$ cat src/rtl/coproc_arbiter_if.sv
// Requester and control-unit handshake bundle for coproc_arbiter.
// The slave modport is the arbiter; the master modport is the surrounding system.
interface coproc_arbiter_if;
  logic       req0, req1;
  logic [2:0] op0, op1;
  logic [1:0] size0, size1;
  logic       gnt0, gnt1;
  logic       done0, done1;
  logic       cu_start;
  logic [2:0] cu_opcode;
  logic [1:0] cu_msize;
  logic       cu_ready;
  logic       cu_overflow;
  logic       ovf_o;
  logic       timeout_o;
  logic       busy;

  modport slave (
    input  req0, req1, op0, op1, size0, size1, cu_ready, cu_overflow,
    output gnt0, gnt1, done0, done1, cu_start, cu_opcode, cu_msize,
           ovf_o, timeout_o, busy
  );

  modport master (
    output req0, req1, op0, op1, size0, size1, cu_ready, cu_overflow,
    input  gnt0, gnt1, done0, done1, cu_start, cu_opcode, cu_msize,
           ovf_o, timeout_o, busy
  );
endinterface

$ cat src/rtl/coproc_arbiter.sv
// Two-port round-robin arbiter in front of a matrix coprocessor control unit.
// Define ARB_TIMEOUT_EN to enable the WAIT-state watchdog (limit TIMEOUT_CYCLES).
module coproc_arbiter #(
  parameter int unsigned TIMEOUT_CYCLES = 1023
) (
  input  logic            clk,
  input  logic            rst,
  coproc_arbiter_if.slave bus
);

  if (TIMEOUT_CYCLES < 1 || TIMEOUT_CYCLES > 65535) begin : g_bad_timeout
    $error("coproc_arbiter: TIMEOUT_CYCLES must be in 1..65535");
  end

  typedef enum logic [1:0] {S_IDLE, S_START, S_WAIT, S_DONE} state_e;

  state_e     state_q;
  logic [1:0] gnt_q;
  logic [1:0] done_q;
  logic       cu_start_q;
  logic [2:0] opcode_q;
  logic [1:0] msize_q;
  logic       ovf_q;
  logic       busy_q;
  logic       last1_q;   // requester 1 was served last
  logic       pick1_d;

  // NOTE: every variable assigned in always_comb gets a default first so no latch is inferred.
  always_comb begin
    pick1_d = 1'b0;
    if (bus.req0 && bus.req1) pick1_d = ~last1_q;
    else                      pick1_d = bus.req1;
  end

`ifdef ARB_TIMEOUT_EN
  localparam logic [15:0] TO_LAST = 16'(TIMEOUT_CYCLES - 1);
  logic [15:0] cnt_q;
  logic        timeout_q;
`endif

  // NOTE: state registers use non-blocking assignments so every flop samples pre-edge values.
  always_ff @(posedge clk or negedge rst) begin
    if (!rst) begin
      state_q    <= S_IDLE;
      gnt_q      <= 2'b00;
      done_q     <= 2'b00;
      cu_start_q <= 1'b0;
      opcode_q   <= 3'b000;
      msize_q    <= 2'b00;
      ovf_q      <= 1'b0;
      busy_q     <= 1'b0;
      last1_q    <= 1'b1;
`ifdef ARB_TIMEOUT_EN
      cnt_q      <= 16'd0;
      timeout_q  <= 1'b0;
`endif
    end else begin
      case (state_q)
        S_IDLE: begin
          if (bus.req0 || bus.req1) begin
            gnt_q      <= pick1_d ? 2'b10 : 2'b01;
            opcode_q   <= pick1_d ? bus.op1 : bus.op0;
            msize_q    <= pick1_d ? bus.size1 : bus.size0;
            cu_start_q <= 1'b1;
            busy_q     <= 1'b1;
            state_q    <= S_START;
          end
        end
        S_START: begin
          cu_start_q <= 1'b0;
          state_q    <= S_WAIT;
`ifdef ARB_TIMEOUT_EN
          cnt_q      <= 16'd0;
`endif
        end
        S_WAIT: begin
          if (bus.cu_ready) begin
            ovf_q     <= bus.cu_overflow;
            done_q    <= gnt_q;
            state_q   <= S_DONE;
`ifdef ARB_TIMEOUT_EN
            timeout_q <= 1'b0;
          end else if (cnt_q == TO_LAST) begin
            // Watchdog abort: report as a completion with no valid overflow.
            timeout_q <= 1'b1;
            ovf_q     <= 1'b0;
            done_q    <= gnt_q;
            state_q   <= S_DONE;
          end else begin
            cnt_q     <= cnt_q + 16'd1;
`endif
          end
        end
        S_DONE: begin
          gnt_q   <= 2'b00;
          done_q  <= 2'b00;
          last1_q <= gnt_q[1];
          busy_q  <= 1'b0;
          state_q <= S_IDLE;
        end
        default: state_q <= S_IDLE;
      endcase
    end
  end

  assign bus.gnt0      = gnt_q[0];
  assign bus.gnt1      = gnt_q[1];
  assign bus.done0     = done_q[0];
  assign bus.done1     = done_q[1];
  assign bus.cu_start  = cu_start_q;
  assign bus.cu_opcode = opcode_q;
  assign bus.cu_msize  = msize_q;
  assign bus.ovf_o     = ovf_q;
  assign bus.busy      = busy_q;
`ifdef ARB_TIMEOUT_EN
  assign bus.timeout_o = timeout_q;
`else
  assign bus.timeout_o = 1'b0;
`endif

endmodule

$ cat src/flat_wrapper.sv
// flat-port wrapper written by rule: the top's interface ports become plain ports
module coproc_arbiter_flat 
#(
  parameter int unsigned TIMEOUT_CYCLES = 1023
)
  (clk, rst, bus_req0, bus_req1, bus_op0, bus_op1, bus_size0, bus_size1, bus_cu_ready, bus_cu_overflow, bus_gnt0, bus_gnt1, bus_done0, bus_done1, bus_cu_start, bus_cu_opcode, bus_cu_msize, bus_ovf_o, bus_timeout_o, bus_busy);
  coproc_arbiter_if bus_i ();
  input  logic clk;
  input  logic rst;
  input wire logic [$bits(bus_i.req0)-1:0] bus_req0;
  input wire logic [$bits(bus_i.req1)-1:0] bus_req1;
  input wire logic [$bits(bus_i.op0)-1:0] bus_op0;
  input wire logic [$bits(bus_i.op1)-1:0] bus_op1;
  input wire logic [$bits(bus_i.size0)-1:0] bus_size0;
  input wire logic [$bits(bus_i.size1)-1:0] bus_size1;
  input wire logic [$bits(bus_i.cu_ready)-1:0] bus_cu_ready;
  input wire logic [$bits(bus_i.cu_overflow)-1:0] bus_cu_overflow;
  output wire logic [$bits(bus_i.gnt0)-1:0] bus_gnt0;
  output wire logic [$bits(bus_i.gnt1)-1:0] bus_gnt1;
  output wire logic [$bits(bus_i.done0)-1:0] bus_done0;
  output wire logic [$bits(bus_i.done1)-1:0] bus_done1;
  output wire logic [$bits(bus_i.cu_start)-1:0] bus_cu_start;
  output wire logic [$bits(bus_i.cu_opcode)-1:0] bus_cu_opcode;
  output wire logic [$bits(bus_i.cu_msize)-1:0] bus_cu_msize;
  output wire logic [$bits(bus_i.ovf_o)-1:0] bus_ovf_o;
  output wire logic [$bits(bus_i.timeout_o)-1:0] bus_timeout_o;
  output wire logic [$bits(bus_i.busy)-1:0] bus_busy;
  assign bus_i.req0 = bus_req0;
  assign bus_i.req1 = bus_req1;
  assign bus_i.op0 = bus_op0;
  assign bus_i.op1 = bus_op1;
  assign bus_i.size0 = bus_size0;
  assign bus_i.size1 = bus_size1;
  assign bus_i.cu_ready = bus_cu_ready;
  assign bus_i.cu_overflow = bus_cu_overflow;
  assign bus_gnt0 = bus_i.gnt0;
  assign bus_gnt1 = bus_i.gnt1;
  assign bus_done0 = bus_i.done0;
  assign bus_done1 = bus_i.done1;
  assign bus_cu_start = bus_i.cu_start;
  assign bus_cu_opcode = bus_i.cu_opcode;
  assign bus_cu_msize = bus_i.cu_msize;
  assign bus_ovf_o = bus_i.ovf_o;
  assign bus_timeout_o = bus_i.timeout_o;
  assign bus_busy = bus_i.busy;
  coproc_arbiter #(.TIMEOUT_CYCLES(TIMEOUT_CYCLES)) u_core (.clk(clk), .rst(rst), .bus(bus_i));
endmodule
$ cat config.mk
export PLATFORM = sky130hd
export DESIGN_NAME = coproc_arbiter_flat
export DESIGN_NICKNAME = d
export VERILOG_FILES = /design/src/rtl/coproc_arbiter_if.sv /design/src/rtl/coproc_arbiter.sv /design/src/flat_wrapper.sv
export SDC_FILE = /design/constraint.sdc
export NUM_CORES = 1
export LEC_CHECK = 0
export CAP_MARGIN = 20
export CORE_MARGIN = 2
export CORE_UTILIZATION = 30
export CTS_BUF_LIST = sky130_fd_sc_hd__clkbuf_2 sky130_fd_sc_hd__clkbuf_4 sky130_fd_sc_hd__clkbuf_8
export DETAILED_ROUTE_END_ITERATION = 8
export PLACE_DENSITY_LB_ADDON = 0.15
export SYNTH_ARGS = -nofsm -noshare
export SYNTH_HDL_FRONTEND = slang
export SYNTH_SLANG_ARGS = --single-unit
export TNS_END_PERCENT = 50
$ cat constraint.sdc
create_clock -name clk -period 2 [get_ports clk]
set_clock_uncertainty 0.2 [all_clocks]
set_input_delay 0.4 -clock clk [delete_from_list [all_inputs] [get_ports clk]]
set_output_delay 0.4 -clock clk [all_outputs]
set_load 0.1 [all_outputs]
==> impl_metrics.tcl <==
set metrics [dict create \
    run_status "complete, no violations" \
    wirelength_um 1700 \
    cts_setup_buffers 0 \
    drv_slew 0 \
    die_x_um 55.1 \
    drive_gt1_frac 0.250 \
    path_buf_inv 2 \
    cts_buffers 3 \
    finalSetupViolCount 0 \
    synth_nets 97 \
    hold_buffers 0 \
    cpMaxStageDelayCell "dfrtp_1" \
    rsz0062_at_grt "no" \
    clock_latency_ns 0.29 \
    antenna_cells 0 \
    hp-class "in2async" \
    cp-end-kind "register" \
    grt_overflow 0 \
    area_growth_pct 60.4 \
    grt_pass1_vias 629 \
    grt_util_all_layers 0.131 \
    dp_slack_ns 0.110 \
    period_needed_ns 1.77 \
    max-clock-path-buffers 2 \
    clk_pin_slew_ns 0.11 \
    layout_commonest_cell "clkdlybuf4s50_1" \
    crit_family "flip-flops" \
    start_util 0.316 \
    start_kind "register" \
    yosysWarnings 0 \
    yosysSeqAreaShare 0.481 \
    grt_pass1_wl_um 2830 \
    gp_congestion 0.729 \
    tritoncts "built" \
    syn_area_sq_um 783 \
    crit_chain "inv_1, ha_1, nor3b_4, buf_4, o41ai_1" \
    wl_per_cell_um 12.3 \
    clkSinkCount 15 \
    worstSetupPathType "reg2reg" \
    io_buffers 27 \
    antenna_found_initial 0 \
    crit_required_ns 1.99 \
    ctsResizeCount 0 \
    arrival_ns 1.76 \
    tns_ns 0 \
    synth_edf_count 0 \
    cpPeakStageDelay_ns 0.44 \
    crit_path_max_fanout 7 \
    cts-root-buf "clkbuf_4" \
    ys_types 28 \
    period_share 0.885 \
    synth.avg_cell_area_sq_um 10.4 \
    ios 29 \
    design.die.area_sq_mm 0.00304 \
    dp_hpwl_um 1340 \
    layout_common_cells "clkdlybuf4s50_1, dfrtp_1, buf_12, nand2_1, nor2_1" \
    maxCapViolations 0 \
    num-nets-final 131 \
    vias_per_cell 4.72 \
    core-area_sq_mm 0.00248 \
    grt_max_degree 16 \
    max_freq_ghz 0.565 \
    vias 651 \
    synth_cells 75 \
    drc 0 \
    synthArstFlopShare 1.00 \
    synth_ff_type "dfrtp_1" \
    synth_seq_cells 15 \
    first_pass_iters 6 \
    drt_iter0_drc 7 \
    detail-route-antenna-nets 0 \
    hold_viol_final 0 \
    htree_num_levels 1 \
    num_rows 18 \
    layout_setup_ws_ns 0.230 \
    chipHeight_um 55.1 \
]
## registers in the layout, summed over array words and instances (netlist names), 2 cells and up
signal,cells
u_core.bus.cu_opcode,3
u_core.state_q,2
u_core.done_q,2
u_core.gnt_q,2
u_core.bus.cu_msize,2
## worst paths after layout
check / cells past startpoint / endpoint / start / slack [ns]
min in group clk: 1 / u_core.bus.ovf_o$_DFFE_PN0P_ / u_core.bus.ovf_o$_DFFE_PN0P_ / 0.36
max reg2reg: 5 / u_core.gnt_q[1]$_DFFE_PN0P_ / u_core.state_q[0]$_DFFE_PN0P_ / 0.23
min reg2reg: 1 / u_core.bus.ovf_o$_DFFE_PN0P_ / u_core.bus.ovf_o$_DFFE_PN0P_ / 0.36
max in group asynchronous: 2 / u_core.last1_q$_DFFE_PN1N_ / rst / 1.15
min: 2 / u_core.bus.cu_start$_DFFE_PN0P_ / rst / 0.21
max: 5 / u_core.gnt_q[1]$_DFFE_PN0P_ / u_core.state_q[0]$_DFFE_PN0P_ / 0.23
## cell usage after synthesis (all sizes together), types with 2 or more instances
cell type  instances  area share
buf                2       0.016
mux2               3       0.048
a21oi              2       0.018
o21ai              4       0.026
ha                 6       0.096
nor2               8       0.038
nand2             11       0.053
a22o               4       0.045
a31oi              5       0.040
dfrtp             14        0.45
inv                4       0.019
## through the flow
step	hold slack, ns	util	std cells	cell area (sq um)
after floorplan	-0.0956	-	75	783
after global placement	0.343	0.496	134	1230
after detailed placement	0.352	0.496	134	1230
after CTS	0.223	0.507	138	1260
after global routing	0.237	0.507	138	1260
final	0.207	0.507	138	1260
## final cells by class
class	count	area, sq um
Inverter	4	15.0
Sequential cell	15	377
Tap cell	30	37.5
Clock inverter	1	5.00
Clock buffer	3	22.5
Timing Repair Buffer	31	420
Fill cell	237	1220
Multi-Input combinational cell	54	379
## routing by layer
layer | global-route usage | wire [um]
met1 | 0.189 | 809
met2 | 0.194 | 818
met3 | 0.0188 | 57
met4 | 0.0528 | 13
met5 | 0 | 0
## cell families after synthesis
logic type / synth area share
adders and majority gates: 0.0958
AOI/OAI and AO/OA: 0.198
other: 0.00479
buffers and inverters: 0.0351
and+or+nand+nor: 0.137
DFF: 0.481
muxes: 0.0479
Power is not shown: default switching activity piles up to over one toggle a cycle in this logic, so the estimate is an artifact.
